==> src/rtl/swap_initiator.sv <==
// swap_initiator
//
// Command-side front end for the swap register file. Swap requests (an
// address pair) arrive on a valid/ready handshake and are buffered in a small
// FIFO. One request at a time is issued to the swapper: a one-cycle `swap`
// pulse, with `address_A`/`address_B` held stable for the swapper's three
// phases. `done` marks completion, so upstream never tracks swapper timing.
//
// Optional feature macro: SWAP_ADDR_CHECK_EN
//   defined   : requests with a zero address or A == B are dropped at accept
//               (the handshake still completes) and `err` pulses one cycle later.
//   undefined : every accepted request is queued unchanged; `err` is tied to 0.
//
// Ports
//   clk          rising-edge clock, shared with the swapper
//   reset        synchronous active-high reset (swapper reset_n = ~reset)
//   req_valid    request present
//   req_ready    FIFO can accept (!full && !reset), combinational
//   req_addr_a   first address of the pair
//   req_addr_b   second address of the pair
//   swap         one-cycle start pulse to the swapper
//   address_A    held pair address A
//   address_B    held pair address B
//   busy         swap in flight, issue cycle through done cycle
//   done         one-cycle pulse, current swap complete
//   queue_count  FIFO occupancy, 0..DEPTH
//   err          one-cycle pulse, request dropped by the address check

module swap_initiator #(
  parameter int ADDR_WIDTH = 7,
  parameter int DEPTH      = 4
) (
  input  logic                       clk,
  input  logic                       reset,
  input  logic                       req_valid,
  output logic                       req_ready,
  input  logic [ADDR_WIDTH-1:0]      req_addr_a,
  input  logic [ADDR_WIDTH-1:0]      req_addr_b,
  output logic                       swap,
  output logic [ADDR_WIDTH-1:0]      address_A,
  output logic [ADDR_WIDTH-1:0]      address_B,
  output logic                       busy,
  output logic                       done,
  output logic [$clog2(DEPTH):0]     queue_count,
  output logic                       err
);

  localparam int PTR_W = $clog2(DEPTH);
  localparam int CNT_W = PTR_W + 1;

  typedef enum logic {
    ST_IDLE = 1'b0,
    ST_RUN  = 1'b1
  } state_t;

  // FIFO storage holds data only and is not reset.
  logic [ADDR_WIDTH-1:0] fifo_a [DEPTH];
  logic [ADDR_WIDTH-1:0] fifo_b [DEPTH];
  logic [PTR_W-1:0]      wr_ptr;
  logic [PTR_W-1:0]      rd_ptr;
  logic [CNT_W-1:0]      count;

  state_t                state;
  logic [1:0]            phase;

  logic full;
  logic empty;
  logic accept;
  logic push;
  logic issue;

  assign full        = (count == CNT_W'(DEPTH));
  assign empty       = (count == '0);
  assign req_ready   = !full && !reset;
  assign accept      = req_valid && req_ready;
  assign queue_count = count;

`ifdef SWAP_ADDR_CHECK_EN
  logic bad_pair;
  logic err_q;

  // Address 0 is the swapper's scratch slot; a self-swap is meaningless.
  assign bad_pair = (req_addr_a == '0) || (req_addr_b == '0) ||
                    (req_addr_a == req_addr_b);
  assign push     = accept && !bad_pair;

  always_ff @(posedge clk) begin
    if (reset) begin
      err_q <= 1'b0;
    end else begin
      err_q <= accept && bad_pair;
    end
  end

  assign err = err_q;
`else
  assign push = accept;
  assign err  = 1'b0;
`endif

  // A new swap may start from idle, or directly in the done cycle of the
  // previous one, giving one swap every four cycles back to back. Issue reads
  // only registered occupancy, so a request pushed this cycle cannot bypass.
  assign issue = !empty && ((state == ST_IDLE) ||
                            ((state == ST_RUN) && (phase == 2'd3)));

  always_ff @(posedge clk) begin
    if (push) begin
      fifo_a[wr_ptr] <= req_addr_a;
      fifo_b[wr_ptr] <= req_addr_b;
    end
  end

  // Pointers wrap modulo DEPTH through natural overflow (DEPTH is 2^n).
  always_ff @(posedge clk) begin
    if (reset) begin
      wr_ptr <= '0;
      rd_ptr <= '0;
      count  <= '0;
    end else begin
      if (push) begin
        wr_ptr <= wr_ptr + 1'b1;
      end
      if (issue) begin
        rd_ptr <= rd_ptr + 1'b1;
      end
      unique case ({push, issue})
        2'b10:   count <= count + 1'b1;
        2'b01:   count <= count - 1'b1;
        default: count <= count;
      endcase
    end
  end

  // Phase 0 is the issue cycle; the swapper runs during phases 1..3, and
  // phase 3 is the done cycle. Addresses change only when a swap is issued.
  always_ff @(posedge clk) begin
    if (reset) begin
      state     <= ST_IDLE;
      phase     <= 2'd0;
      swap      <= 1'b0;
      busy      <= 1'b0;
      done      <= 1'b0;
      address_A <= '0;
      address_B <= '0;
    end else begin
      swap <= 1'b0;
      done <= 1'b0;
      unique case (state)
        ST_IDLE: begin
          if (issue) begin
            state     <= ST_RUN;
            phase     <= 2'd0;
            swap      <= 1'b1;
            busy      <= 1'b1;
            address_A <= fifo_a[rd_ptr];
            address_B <= fifo_b[rd_ptr];
          end
        end
        ST_RUN: begin
          unique case (phase)
            2'd0, 2'd1: begin
              phase <= phase + 1'b1;
            end
            2'd2: begin
              phase <= 2'd3;
              done  <= 1'b1;
            end
            default: begin
              if (issue) begin
                phase     <= 2'd0;
                swap      <= 1'b1;
                address_A <= fifo_a[rd_ptr];
                address_B <= fifo_b[rd_ptr];
              end else begin
                state <= ST_IDLE;
                phase <= 2'd0;
                busy  <= 1'b0;
              end
            end
          endcase
        end
        default: begin
          state <= ST_IDLE;
        end
      endcase
    end
  end

endmodule
==> config.mk <==
export PLATFORM = sky130hd
export DESIGN_NAME = swap_initiator
export DESIGN_NICKNAME = d
export VERILOG_FILES = /design/src/rtl/swap_initiator.sv
export SDC_FILE = /design/constraint.sdc
export NUM_CORES = 1
export LEC_CHECK = 0
export ABC_CLOCK_PERIOD_IN_PS = 3300
export BUFFER_PORTS_ARGS = -buffer_cell sky130_fd_sc_hd__buf_2
export CAP_MARGIN = 20
export CORE_ASPECT_RATIO = 0.6
export CORE_MARGIN = 4
export CORE_UTILIZATION = 61
export CTS_CLUSTER_DIAMETER = 50
export DETAILED_ROUTE_END_ITERATION = 8
export PLACE_DENSITY = 0.87
export SYNTH_ARGS = -nofsm -noshare
export SYNTH_HDL_FRONTEND = slang
export SYNTH_SLANG_ARGS = --single-unit
==> constraint.sdc <==
create_clock -name clk -period 3.3 [get_ports clk]
set_clock_uncertainty 0.1 [all_clocks]
set_input_delay 0.33 -clock clk [delete_from_list [all_inputs] [get_ports clk]]
set_output_delay 0.33 -clock clk [all_outputs]
set_load 0.02 [all_outputs]
======== After elaboration in Yosys (flattened, before gate mapping) ========
Memories as Yosys holds them, arrays and structs flattened. A register that Yosys moved wholly into a read port is not among the register bits.
Cells that the tools add are included.
storage, ports and cells
  output and inout bits ................... 22
  memory bits (writable) .................. 56
  register bits after elaboration ......... 27
  memories kept ........................... 2
  input bits .............................. 17
memory list
  name    words  bits a word  read ports  clocked after memory_dff  write ports  line  text
  fifo_a  4      7            1           1                         1            57    logic [ADDR_WIDTH-1:0] fifo_a [DEPTH];
  fifo_b  4      7            1           1                         1            58    logic [ADDR_WIDTH-1:0] fifo_b [DEPTH];
cells by class
  mux-type cells .......................... 26
  $add $sub $neg .......................... 5
  bitwise operators ....................... 1
  eq/ne operators ......................... 9
  reductions and logical operators ........ 15
operators by type and width
  kind                                                  number
  two-way mux 7 bit                                     4
  one-hot mux 7 bit (2 select lines)                    2
  two-way mux 2 bit                                     5
  two-way mux 1 bit                                     9
  one-hot mux 2 bit (2 select lines)                    2
  adder 2 x 1 -> 2 bit (second input constant)          3
  equality test 2 bit (second input constant)           3
  inequality test 2 bit (second input constant)         3
  one-hot mux 1 bit (2 select lines)                    3
  one-hot mux 3 bit (2 select lines)                    1
  equality test 2 x 1 -> 1 bit (second input constant)  2
  logical AND 1 bit                                     4
  OR reduction 2 bit                                    2
  adder 3 x 1 -> 3 bit (second input constant)          1
  equality test 3 bit (second input constant)           1
  logical NOT 1 bit                                     3
  logical NOT 3 bit                                     1
  AND reduction 3 bit                                   1
  OR reduction 3 bit                                    1
  subtractor 3 x 1 -> 3 bit (second input constant)     1
  logical NOT 2 bit                                     1
  nonzero test 2 bit                                    1
  logical OR 1 bit                                      1
  inverter 1 bit                                        1

======== Logic depth before layout (Yosys ltp) ========
  word-level depth ........................ 7
  gate-level depth with buffers ........... 8

======== Worst setup path before layout ========
OpenSTA, ideal clock, no wires.
  path kind ............................... register to register
  start ................................... register count[0], in the netlist queue_count[0]
  end ..................................... register count[2], in the netlist queue_count[2]
  buffers on the path ..................... 0
  period minus slack after synthesis ...... 2.385 ns
  data required time ...................... 3.130 ns
  path slack .............................. 0.915 ns
  data arrival time ....................... 2.215 ns
  stages on the path, launching flop included .. 9
  cell sequence ........................... dfxtp_1 nor3b_1 nor3b_2 inv_1 ha_1 fa_1 xnor2_1 or3_1 a21oi_1
between the ends
  cells in the longest elaborated chain, start to end .. 6
  elaborated cells on any way between the ends .. 13
ends and longest elaborated chain
  item                                                                      line  text
  start: declaration                                                        61    logic [CNT_W-1:0] count;
  start signal: assignment                                                  128   2'b10: count <= count + 1'b1;
  start signal: assignment                                                  129   2'b01: count <= count - 1'b1;
  start signal: assignment                                                  130   default: count <= count;
  equality test 3 bit                                                       72    assign full = (count == CNT_W'(DEPTH));
  logical NOT 1 bit                                                         74    assign req_ready = !full && !reset;
  logical AND 1 bit                                                         74
  logical AND 1 bit                                                         75    assign accept = req_valid && req_ready;
  equality test 2 x 1 -> 1 bit or equality test 2 bit (tied branches)       127   unique case ({push, issue})
  one-hot mux 3 bit (2 select lines) or nonzero test 2 bit (tied branches)  -
Parallel ways exist; a longest one is shown, timed or not.
A chain may end at the register's enable or synchronous reset.

======== Worst setup path after layout ========
Ends and elaborated chain as after synthesis.

==> impl_metrics.py <==
metrics = {
    "power": {
        "pwr-share-clk_pct": 24.5,
        "power.combinational.fraction_pct": 29.9,
        "power.total_mw": 3.18,
        "p_switching_mw": 1.01,
        "switching_share_pct": 31.9,
        "seqPwrFrac_pct": 45.6,
        "internal-power_mw": 2.16,
        "power.ir.vdd_worst_mv": 0.397,
        "power_leakage_nw": 1.35,
        "power_density_mw_per_mm2": 871,
    },
    "logic_synthesis": {
        "postSynthRegisterBits": 85,
        "synth.avg_cell_area_um2": 17.6,
        "syn-instance-count": 183,
        "syn_nets": 209,
        "synth-seq-area-share_pct": 70.3,
        "post_synth_instance_area_mm2": 0.00322,
        "ranking_of_synthesized_cells_by_area": "sky130_fd_sc_hd__edfxtp_1 (52%), sky130_fd_sc_hd__dfxtp_1 (18%), sky130_fd_sc_hd__mux4_2 (9.8%), sky130_fd_sc_hd__a22o_1 (3.8%), sky130_fd_sc_hd__ha_1 (3.1%)",
        "yosys.area.top_type_share_pct": 52.3,
        "asyncSetResetFlopFracSynth_pct": 0,
        "synth_area_leader_cell": "sky130_fd_sc_hd__edfxtp_1",
        "postSynth.topFlopCell": "sky130_fd_sc_hd__edfxtp_1",
        "synthesis.yosys.warnings": 0,
        "synth-edff-count": 56,
        "post-synth-top-count-cell": "sky130_fd_sc_hd__edfxtp_1",
        "commonest_cells_post_synth": "sky130_fd_sc_hd__edfxtp_1 (56), sky130_fd_sc_hd__dfxtp_1 (29), sky130_fd_sc_hd__a22o_1 (14), sky130_fd_sc_hd__mux4_2 (14)",
        "synth.distinct_cells": 34,
    },
    "global_routing": {
        "grt_use_total_pct": 19.7,
        "number_of_global_route_vias_before_repair": 1759,
        "number_of_antenna_violations_at_the_first_check_in_global_routing": 0,
        "grt_start_max_net_pins": 18,
        "grt_pass1_wl_mm": 9.27,
        "globalRouteOverflowTotal": 0,
    },
    "final_layout": {
        "postLayoutCoreUtil_pct": 71.8,
        "layout.filler_cells": 298,
        "nets": 251,
        "antenna-diode-count": 0,
        "stdcell_area_mm2": 0.00365,
        "stdcell_count": 296,
        "area_growth_syn_to_layout_pct": 13.3,
        "drive_above_1_share_pct": 31.3,
    },
    "clocking": {
        "cts_hold_buf": 0,
        "worstSkewPairLatency_ns": 0.35,
        "cts_tree": "yes",
        "htreeDepth": 3,
        "clock_sink_count": 85,
        "buffer_count_from_post_cts_setup_fixing": 0,
        "numCtsBuffers": 9,
        "number_of_instances_resized_during_post_cts_repair": 0,
        "clkSlewWorstSetupHoldPaths_ns": 0.08,
        "cts_max_path_buffers": 2,
        "ctsRootBufferMaster": "sky130_fd_sc_hd__clkbuf_8",
    },
    "floorplanning": {
        "rows": 20,
        "dieHeight_um": 64.3,
        "die_w_um": 102,
        "io-pin-count": 39,
        "core_area_mm2": 0.00508,
        "start_util_pct": 63.3,
        "design.die.area_mm2": 0.00654,
    },
    "timing": {
        "whs_ns": 0.0945,
        "timing.final.max_slew_violations": 0,
        "setup_repair_after_global_routing_missed_its_margin": "no",
        "final_period_minus_worst_setup_slack_ns": 2.57,
        "slew_headroom_pct": 49.8,
        "worstMarginPinSlew_ns": 0.753,
        "finalCritPeriodShare_pct": 78.0,
        "timing.final.setup_violations": 0,
        "hold_violations": 0,
        "clock.fmax_mhz": 388,
        "final_critical_path_setup_slack_ns": 0.725,
        "final.setup.tns_ns": 0,
    },
    "place": {
        "portBuffers": 37,
        "placed_cells_incl_taps": 280,
        "placed_cell_area_mm2": 0.00343,
        "post-dp-hpwl_mm": 3.70,
        "gp_congestion": 0.780,
        "placement.setup.worst_slack_ns": 0.756,
    },
    "worst_hold_path": {
        "hold_depth": 1,
        "hp-start": "req_addr_b[3]",
        "holdCritPathClass": "input port to flop",
        "timing.hold.worst_endpoint": "fifo_b[0][3]",
    },
    "setup_path": {
        "crit-reg2reg-launch": "queue_count[0]",
        "slowest_delay_ns": 0.49,
        "worstRegToRegCells": 8,
        "timing.critical_path.arrival_ns": 2.75,
        "cp_class": "flop to flop",
        "critical_path.reg2reg.endpoint": "queue_count[2]",
        "crit_path_start_kind": "flop",
        "highest_net_fanout_along_the_worst_path": 7,
        "crit_slowest_cell": "sky130_fd_sc_hd__dfxtp_1",
        "data_required_time_of_the_critical_path_ns": 3.48,
        "rrSetupSlack_ns": 0.73,
        "critical_path.cell_chain": "nor3b_1, nor3b_2, inv_1, ha_1, fa_1, xnor2_1, or3_1, a21oi_1",
        "timing.critical_path.to_type": "flop",
    },
    "routing": {
        "finalWirelength_mm": 5.65,
        "avgViaCountPerCell": 5.85,
        "vias": 1731,
        "avgRoutedWirePerCell_um": 19.1,
        "drtIter0Drc": 120,
        "ant_nets": 0,
        "post-route-drc-count": 0,
        "drtPass1Iterations": 4,
    },
    "run_status": {
        "run_status": "complete, no violations",
    },
    "job": {
        "max_cap_viol_count": 0,
    },
}
[power by group through the flow]
stage               clock (mW)  combinational (mW)  sequential [mW]
floorplan                    0               0.631             1.55
finish                   0.780               0.950             1.45
global placement             0               0.910             1.45
CTS                      0.798               0.958             1.45
detailed placement           0               0.952             1.47
global route             0.847                1.05             1.47
[critical path, delay by kind of cell, from the launching register on]
kind	cells	cell delay, ns
buffers and inverters	1	0.09
adders and majority gates	2	0.63
AOI/OAI and AO/OA	1	0.17
xor gates and xnor gates	1	0.16
and+or+nand+nor	3	0.86
DFF	1	0.49
[metal layers]
| metal | wire (um) | global-route usage [%] | share of wire [%] |
|---|---|---|---|
| met1 | 2310 | 26.3 | 41 |
| met4 | 129 | 10.1 | 2.3 |
| met2 | 2700 | 29.7 | 48 |
| met5 | 0 | 0 | 0 |
| met3 | 514 | 5.67 | 9.1 |
[kinds of logic after synthesis]
logic type | count (synthesis) | synth area share (%)
adder cells (fa/ha/maj) | 9 | 3.73
AO/OA/AOI/OAI | 27 | 6.53
other | 1 | 0.117
XOR/XNOR | 2 | 0.544
flip-flops | 85 | 70.3
multiplexers | 17 | 10.8
AND/OR/NAND/NOR | 26 | 4.90
buffers and inverters | 16 | 3.11
[cell usage in the layout (no fill, tap or decap), drive strengths merged, types with 4 or more instances in the layout]
| cell type | netlist | routed |
|---|---|---|
| and2 | 4 | 4 |
| a22o | 14 | 14 |
| dfxtp | 29 | 29 |
| nor2 | 7 | 7 |
| ha | 8 | 8 |
| clkbuf | 2 | 11 |
| edfxtp | 56 | 56 |
| a21oi | 8 | 8 |
| or3 | 4 | 4 |
| mux4 | 14 | 14 |
| buf | 6 | 39 |
| inv | 8 | 9 |
[flip-flops by register name (all words and copies together), names as in the netlist, named ones only]
register and count:
swap 1, state 1, done 1, phase 2, fifo_a 28, fifo_b 28
rd_ptr 2, address_A 7, wr_ptr 2, busy 1, address_B 7, queue_count 3
[layout make-up]
class                      count  area [um^2]  area share (%)
inverter                       8         30.0           0.824
multi-input combinational     82          856            23.5
clock inverter                 5         83.8            2.30
tap                           66         82.6            2.26
timing repair buffer          39          200            5.49
clock buffer                  11          131            3.60
sequential                    85         2260            62.0
[worst max path at each step]
stage / from / endpoint / slack, ns / cells after the start
5_1_grt: queue_count[0] / queue_count[2] / 0.55 / 8
3_3_place_gp: reset / queue_count[2] / 0.94 / 8
3_5_place_dp: queue_count[0] / queue_count[2] / 0.76 / 8
2_1_floorplan: queue_count[0] / queue_count[2] / 0.91 / 8
6_report: queue_count[0] / queue_count[2] / 0.73 / 8
4_1_cts: queue_count[0] / queue_count[2] / 0.73 / 8
Note: power is estimated with default switching activity, not from simulation.
